File: src/rtl/dest_hazard_scoreboard.sv
// WISC destination decode plus in-flight write scoreboard.
// Stalls issue on RAW hazards against pending register-file writes.
module dest_hazard_scoreboard #(
  parameter int         DEPTH     = 3,
  parameter bit         BYPASS_WB = 1'b0,
  parameter logic [2:0] LINK_REG  = 3'd7
) (
  input  logic        clk,
  input  logic        rst,
  input  logic        flush,
  input  logic        in_valid,
  input  logic [15:0] instr,
  output logic        in_ready,
  output logic        dec_valid,
  output logic        dec_we,
  output logic [2:0]  dec_rd,
  output logic        wb_valid,
  output logic [2:0]  wb_rd,
  output logic [7:0]  busy_mask,
  output logic [15:0] stall_cnt
);

  localparam int NCMP = BYPASS_WB ? DEPTH - 1 : DEPTH;

  logic [DEPTH-1:0] r_v;
  logic [DEPTH-1:0] r_we;
  logic [2:0]       r_rd [DEPTH];
  logic             r_dec_valid;
  logic             r_dec_we;
  logic [2:0]       r_dec_rd;
  logic [15:0]      r_stall;

  logic [4:0] w_op;
  logic       w_we;
  logic [2:0] w_rd;
  logic [2:0] w_rs;
  logic [2:0] w_rt;
  logic       w_rs_use;
  logic       w_rt_use;
  logic       w_hit;
  logic       w_hazard;
  logic       w_ready;
  logic [7:0] w_busy;
  logic       w_unused_bits;

  assign w_op          = instr[15:11];
  assign w_rt          = instr[7:5];
  assign w_unused_bits = ^instr[1:0];

  always_comb begin
    w_we = 1'b0;
    w_rd = 3'd0;
    unique casez (w_op)
      5'b11011, 5'b111??, 5'b11001: begin
        w_we = 1'b1;
        w_rd = instr[4:2];
      end
      5'b010??, 5'b101??, 5'b10001: begin
        w_we = 1'b1;
        w_rd = instr[7:5];
      end
      5'b11000, 5'b10010, 5'b10011: begin
        w_we = 1'b1;
        w_rd = instr[10:8];
      end
      5'b00110, 5'b00111: begin
        w_we = 1'b1;
        w_rd = LINK_REG;
      end
      default: ;
    endcase
  end

  // RET has no rs field but implicitly reads the link register
  always_comb begin
    w_rs     = (w_op == 5'b01110) ? 3'd7 : instr[10:8];
    w_rs_use = 1'b1;
    case (w_op)
      5'b00100, 5'b00110, 5'b11000, 5'b00000,
      5'b00001, 5'b00010, 5'b00011: w_rs_use = 1'b0;
      default: ;
    endcase
    w_rt_use = (w_op == 5'b11011) || (w_op[4:2] == 3'b111) ||
               (w_op == 5'b10000) || (w_op == 5'b10011);
  end

  always_comb begin
    w_hit = 1'b0;
    for (int k = 0; k < NCMP; k++) begin
      if (r_v[k] && r_we[k] &&
          ((w_rs_use && (r_rd[k] == w_rs)) ||
           (w_rt_use && (r_rd[k] == w_rt))))
        w_hit = 1'b1;
    end
  end

  always_comb begin
    w_busy = 8'd0;
    for (int k = 0; k < DEPTH; k++) begin
      if (r_v[k] && r_we[k])
        w_busy[r_rd[k]] = 1'b1;
    end
  end

  assign w_hazard = in_valid & w_hit;
  assign w_ready  = in_valid & ~w_hit & ~flush;

  always_ff @(posedge clk) begin
    if (rst) begin
      r_v  <= '0;
      r_we <= '0;
      for (int k = 0; k < DEPTH; k++)
        r_rd[k] <= 3'd0;
    end else begin
      r_v[0]  <= w_ready;
      r_we[0] <= w_we;
      r_rd[0] <= w_rd;
      for (int k = 1; k < DEPTH; k++) begin
        r_v[k]  <= r_v[k-1] & ~flush;
        r_we[k] <= r_we[k-1];
        r_rd[k] <= r_rd[k-1];
      end
    end
  end

  always_ff @(posedge clk) begin
    if (rst) begin
      r_dec_valid <= 1'b0;
      r_dec_we    <= 1'b0;
      r_dec_rd    <= 3'd0;
      r_stall     <= 16'd0;
    end else begin
      r_dec_valid <= w_ready;
      r_dec_we    <= w_ready & w_we;
      r_dec_rd    <= w_ready ? w_rd : 3'd0;
      if (w_hazard && !flush && (r_stall != 16'hFFFF))
        r_stall <= r_stall + 16'd1;
    end
  end

  assign in_ready  = w_ready;
  assign dec_valid = r_dec_valid;
  assign dec_we    = r_dec_we;
  assign dec_rd    = r_dec_rd;
  assign wb_valid  = r_v[DEPTH-1] & r_we[DEPTH-1];
  assign wb_rd     = r_rd[DEPTH-1];
  assign busy_mask = w_busy;
  assign stall_cnt = r_stall;

endmodule

File: config.mk
export PLATFORM = sky130hd
export DESIGN_NAME = dest_hazard_scoreboard
export DESIGN_NICKNAME = d
export VERILOG_FILES = /design/src/rtl/dest_hazard_scoreboard.sv
export SDC_FILE = /design/constraint.sdc
export NUM_CORES = 1
export LEC_CHECK = 0
export CELL_PAD_IN_SITES_DETAIL_PLACEMENT = 0
export CELL_PAD_IN_SITES_GLOBAL_PLACEMENT = 1
export CORE_MARGIN = 2
export CORE_UTILIZATION = 40
export CTS_CLUSTER_DIAMETER = 30
export DETAILED_ROUTE_END_ITERATION = 7
export GPL_TIMING_DRIVEN = 0
export PLACE_DENSITY = 0.91
export RECOVER_POWER = 25
export SYNTH_ARGS = -nofsm -noshare
export SYNTH_HDL_FRONTEND = slang
export SYNTH_SLANG_ARGS = --single-unit
File: constraint.sdc
create_clock -name clk -period 6.3 [get_ports clk]
set_clock_uncertainty 0.1 [all_clocks]
set_input_delay 0.63 -clock clk [delete_from_list [all_inputs] [get_ports clk]]
set_output_delay 0.63 -clock clk [all_outputs]
set_load 0.02 [all_outputs]
After elaboration in Yosys (flattened, before gate mapping)
Memory sizes are Yosys's and may differ from the RTL's.
Index checks and enable logic that the tools add are counted.

storage, ports and cells
  bits in registers = 27
  bits in latches = 0
  RAM bits = 9
  ROM bits = 0
  memories = 1

operators by class
  add/sub/neg operators = 1
  multiply operators = 0
  div/mod/pow operators = 0
  $lt $le $gt $ge = 6
  equal/unequal tests = 24
  shift operators = 0
  multiplexer cells = 22
  bitwise gates (word level) = 15
  reduce and logical (&&, ||, !) cells = 32

memories
  memory  words  bits a word  rd ports  clocked after Yosys merged registers in  wr ports  RTL line  RTL
  r_rd    3      3            3         0                                        3         27        logic [2:0] r_rd [DEPTH];

operator list
  kind                                                                          count
  5-bit equality test, second input constant                                    7
  8-bit two-way mux                                                             3
  3-bit equality test                                                           6
  1-bit logical AND                                                             17
  16-bit by 1-bit adder with 16-bit output, second input constant               1
  16-bit inequality test, second input constant                                 1
  8-bit bitwise OR                                                              2
  5-bit by 3-bit equality test with 1-bit output, second input constant         3
  3-bit by 4-bit less-than comparator with 1-bit output, second input constant  3
  3-bit two-way mux                                                             4
  3-bit one-hot mux with 4 select lines                                         1
  1-bit two-way mux                                                             11
  11-bit OR reduction                                                           1
  5-bit by 2-bit equality test with 1-bit output, second input constant         2
  1-bit demux with 3-bit select                                                 3
  3-bit by 1-bit >= comparator with 1-bit output, second input constant         3
  3-bit OR reduction                                                            3
  1-bit bitwise AND                                                             7
  7-bit OR reduction                                                            1
  3-bit equality test, second input constant                                    2
  1-bit logical OR                                                              6
  5-bit by 1-bit equality test with 1-bit output, second input constant         1
  5-bit by 4-bit equality test with 1-bit output, second input constant         1
  5-bit zero test                                                               1
  5 further kinds                                                               10

Longest topological paths before layout
  depth after elaboration = 15
  depth in mapped cells = 10
  gate-level depth less buffers = 7

Worst setup path before layout
OpenSTA, ideal clock, no wires.

  kind = input-to-output
  start point = input port instr[15]
  end point = output port in_ready
  data arrival time = 2371 ps
  path slack = 3199 ps
  stages = 8
  buffers on the path = 2
  path through = buf_6 > or4b_4 > o2111ai_1 > o211ai_1 > a32oi_4 > and2_4 > buf_6 > and2b_2

between the ends
  cells in the longest elaborated chain, start to end = 13
  elaborated cells on any way between the ends = 39
  those cells by class = eq/ne: 14; mux: 5; bitwise: 3; reduce/logical: 17

RTL lines
  item                                                                        RTL line  RTL
  start, declared                                                             12        input logic [15:0] instr,
  parallel branches: the longest is 9 deep, another holds 7-bit OR reduction  --
  1-bit two-way mux (*)                                                       90        if (r_v[k] && r_we[k] &&
  1-bit inverter (*)                                                          106       assign w_ready = in_valid & ~w_hit & ~flush;
  1-bit bitwise AND (*) (2 in series)                                         106
  end, declared                                                               13        output logic in_ready,

Every way passes the cells marked *.

Worst setup path in the final report
  start point = input port instr[10]
  end point = output port in_ready

between the ends
  cells in the longest elaborated chain, start to end = 11
  elaborated cells on any way between the ends = 19
  those cells by class = eq/ne: 3; mux: 4; bitwise: 3; reduce/logical: 9

RTL lines
  item                                 RTL line  RTL
  3-bit two-way mux (*)                76        w_rs = (w_op == 5'b01110) ? 3'd7 : instr[10:8];
  3-bit equality test                  91        ((w_rs_use && (r_rd[k] == w_rs)) ||
  1-bit logical AND                    91
  1-bit logical OR                     91
  1-bit logical AND                    90
  1-bit two-way mux (2 in series)      90
  1-bit two-way mux (*)                90
  1-bit inverter (*)                   106
  1-bit bitwise AND (*) (2 in series)  106

Mark *: on every way between the ends. The rest lies on a longest branch, timed or not.

==> impl_results.md <==
* CTS buffer count at 5
* Endpoints failing hold at 0
* Crit path arrival time at 3.62 ns
* GRT Overall Usage at 0.194
* Ant. Diodes at 0
* Setup crit end kind: primary output
* Hold buffers post-CTS at 0
* CTS Buffer Depth at 2
* Commonest non-fill, non-tap cell in the layout: dfxtp_1
* Rel. slew slack at 0.661
* Hold Path Class: flip-flop to flip-flop
* Max-slew violations at 0
* Setup Fix Bufs, Post-CTS at 0
* Fin Hold WS at 0.370 ns
* Die height at 81.7 um
* Initial antenna violation count at 0
* Asr flop ratio synth at 0
* First-pass GRT wire length at 9960 um
* I/O Buffers at 46
* Clock tree from TritonCTS: built
* Post_cts resized at 0
* Die area at 0.00667 mm^2
* Dominant synthesized flop cell: dfxtp_1
* Post-Syn Nets at 313
* Remaining routing DRC violations at 0
* Post-route minimum period at 4.35 ns
* Final wirelength at 6040 um
* Rows at 28
* Post-synth EDFFs at 0
* Mapped Avg Cell Area at 8.26 um^2
* Yosys cell types at 59
* Synth area leader: dfxtp_1
* VDD IR-drop max at 0.0828 mV
* Via/cell ratio at 5.50
* Worst-Margin Slew at 0.508 ns
* GR Overflow Total at 0
* Final ANT Viol Nets at 0
* Wire per inst at 14.3 um
* Register bit total from synthesis at 35
* Clock slew at reported path FFs at 0.07 ns
* First-pass iteration count of the detailed router at 4
* Final design utilization at 0.518
* H-tree Lvls at 2
* RSZ-0062 raised after global routing: no
* Setup TNS at 0 ns
* Syn Inst Count at 292
* Maximum clock rate at 230 MHz
* Synthesis-to-finish area growth at 26.5%
* Period utilization at 0.690
* Setup Crit Path Kind: primary input to primary output
* Worst skew pair latency at 0.29 ns
* Cell Pwr Density at 151 mW/mm^2
* Setup violators final at 0
* Max cap viols at 0
* Detail Placement HPWL at 4500 um
* Leak at 0.00119 uW
* Setup crit start kind: primary input
* Layout cells sized above 1 at 0.116
* Netlist Area Pre-Place at 0.00241 mm^2
* DRT iter0 DRCs at 181
* Status: finished clean
* Core Region at 0.00589 mm^2
* Routability cong. at 0.842
* Top-area cell type share of the netlist area at 0.290
* Commonest non-fill, non-tap cells in the layout: dfxtp_1, clkdlybuf4s50_1, nand2_1
* # fillers at 586
* # IOs at 54
* Worst-path maximum fanout at 10
* Total clock sinks at 35
* Worst path required time at 5.57 ns
* Main area contributors after synthesis: dfxtp_1, nor2b_1, nand2_1, nor2_1, mux2_4
* Largest net degree at the start of global routing at 12
* CTS root buf: clkbuf_8
* Total number of vias at 2316
* Synth warnings at 0
* Initial Util at 0.410
* Seq/Total Area, Yosys at 0.290
* Die W at 81.7 um
* Nets at 366
* Vias in the first global route at 2036
[worst paths after layout]
path	startpoint	to	slack (ns)	cells past startpoint
worst max-delay path	instr[10]	in_ready	1.95	9
worst min-delay path	r_we[1]	r_we[2]	0.37	1
worst max register to register	r_rd[0][2]	stall_cnt[11]	3.38	8
worst min register to register	r_we[1]	r_we[2]	0.37	1
[power by group]
group / internal (uW) / switching (uW)
clock network: 77.2 / 82.1
logic: 32.3 / 41.3
registers: 226 / 2.71
[metal layers]
metal  GRT usage  wire, um  vias up
met5           0         0        -
met4      0.0700        86        0
met3      0.0363       244        7
met2       0.289      2680       50
met1       0.279      3030     1106
li1            -         -     1153
[worst max-delay path, cell delays in order]
cell             delay (ns)
clkdlybuf4s50_1        0.55
or4b_4                 0.56
o2111ai_1              0.20
o211ai_1               0.13
a31oi_2                0.36
and2_4                 0.22
buf_6                  0.14
and2b_2                0.19
clkdlybuf4s50_1        0.62
[flip-flops by register name, indices dropped and copies added, names as in the netlist]
signal,flops
dec_we,1
r_v,3
r_rd,9
r_we,3
dec_rd,3
stall_cnt,16
[cell usage after synthesis, types with 2 or more instances]
master,n
dfxtp_1,35
nand2_1,32
nor2_1,27
nor2b_1,22
a21oi_1,10
clkbuf_1,10
nand3_1,9
o211ai_1,8
xnor2_1,8
and3_1,7
buf_2,7
inv_1,7
xor2_1,7
mux2_4,6
nand2b_1,6
a22oi_1,5
a32oi_1,5
and2_1,5
buf_4,4
buf_6,4
a221oi_1,3
and4_1,3
mux2_1,3
mux2i_1,3
nand3b_1,3
nand4_1,3
nor3_1,3
o2111ai_1,3
o21ai_0,3
or3_1,3
or4_1,3
a211oi_1,2
a311oi_1,2
a41o_1,2
nor3b_1,2
nor3b_2,2
nor4_1,2
o221ai_1,2
[metrics by stage]
stage	cell area [um^2]	setup slack, ns	std cells	total power, uW
2_1_floorplan	2410	3.20	292	282
3_3_place_gp	2970	1.94	413	306
3_5_place_dp	2970	1.96	413	307
4_1_cts	3050	1.95	421	465
5_1_grt	3050	1.82	421	483
6_report	3050	1.95	421	461
[logic make-up (layout without fill, tap and decap cells)]
kind of cell | after synthesis | count (layout) | synth area share
compound gates | 56 | 56 | 0.184
mux | 12 | 12 | 0.0638
buf+inv | 32 | 86 | 0.0721
fa+ha+maj | 1 | 1 | 0.00519
flops | 35 | 35 | 0.290
simple gates | 141 | 141 | 0.330
xor+xnor | 15 | 15 | 0.0545
[cell type report]
| cell class | instances | area [um^2] | area share |
|---|---|---|---|
| well taps | 75 | 93.8 | 0.0308 |
| multi-input cells | 225 | 1540 | 0.504 |
| clock buffers | 6 | 72.6 | 0.0238 |
| plain buffers | 25 | 148 | 0.0484 |
| inverters | 7 | 26.3 | 0.00861 |
| clock inverters | 2 | 12.5 | 0.00410 |
| repair buffers | 46 | 460 | 0.151 |
| flip-flops and latches | 35 | 701 | 0.230 |
Note: power is estimated with default switching activity, not from simulation.
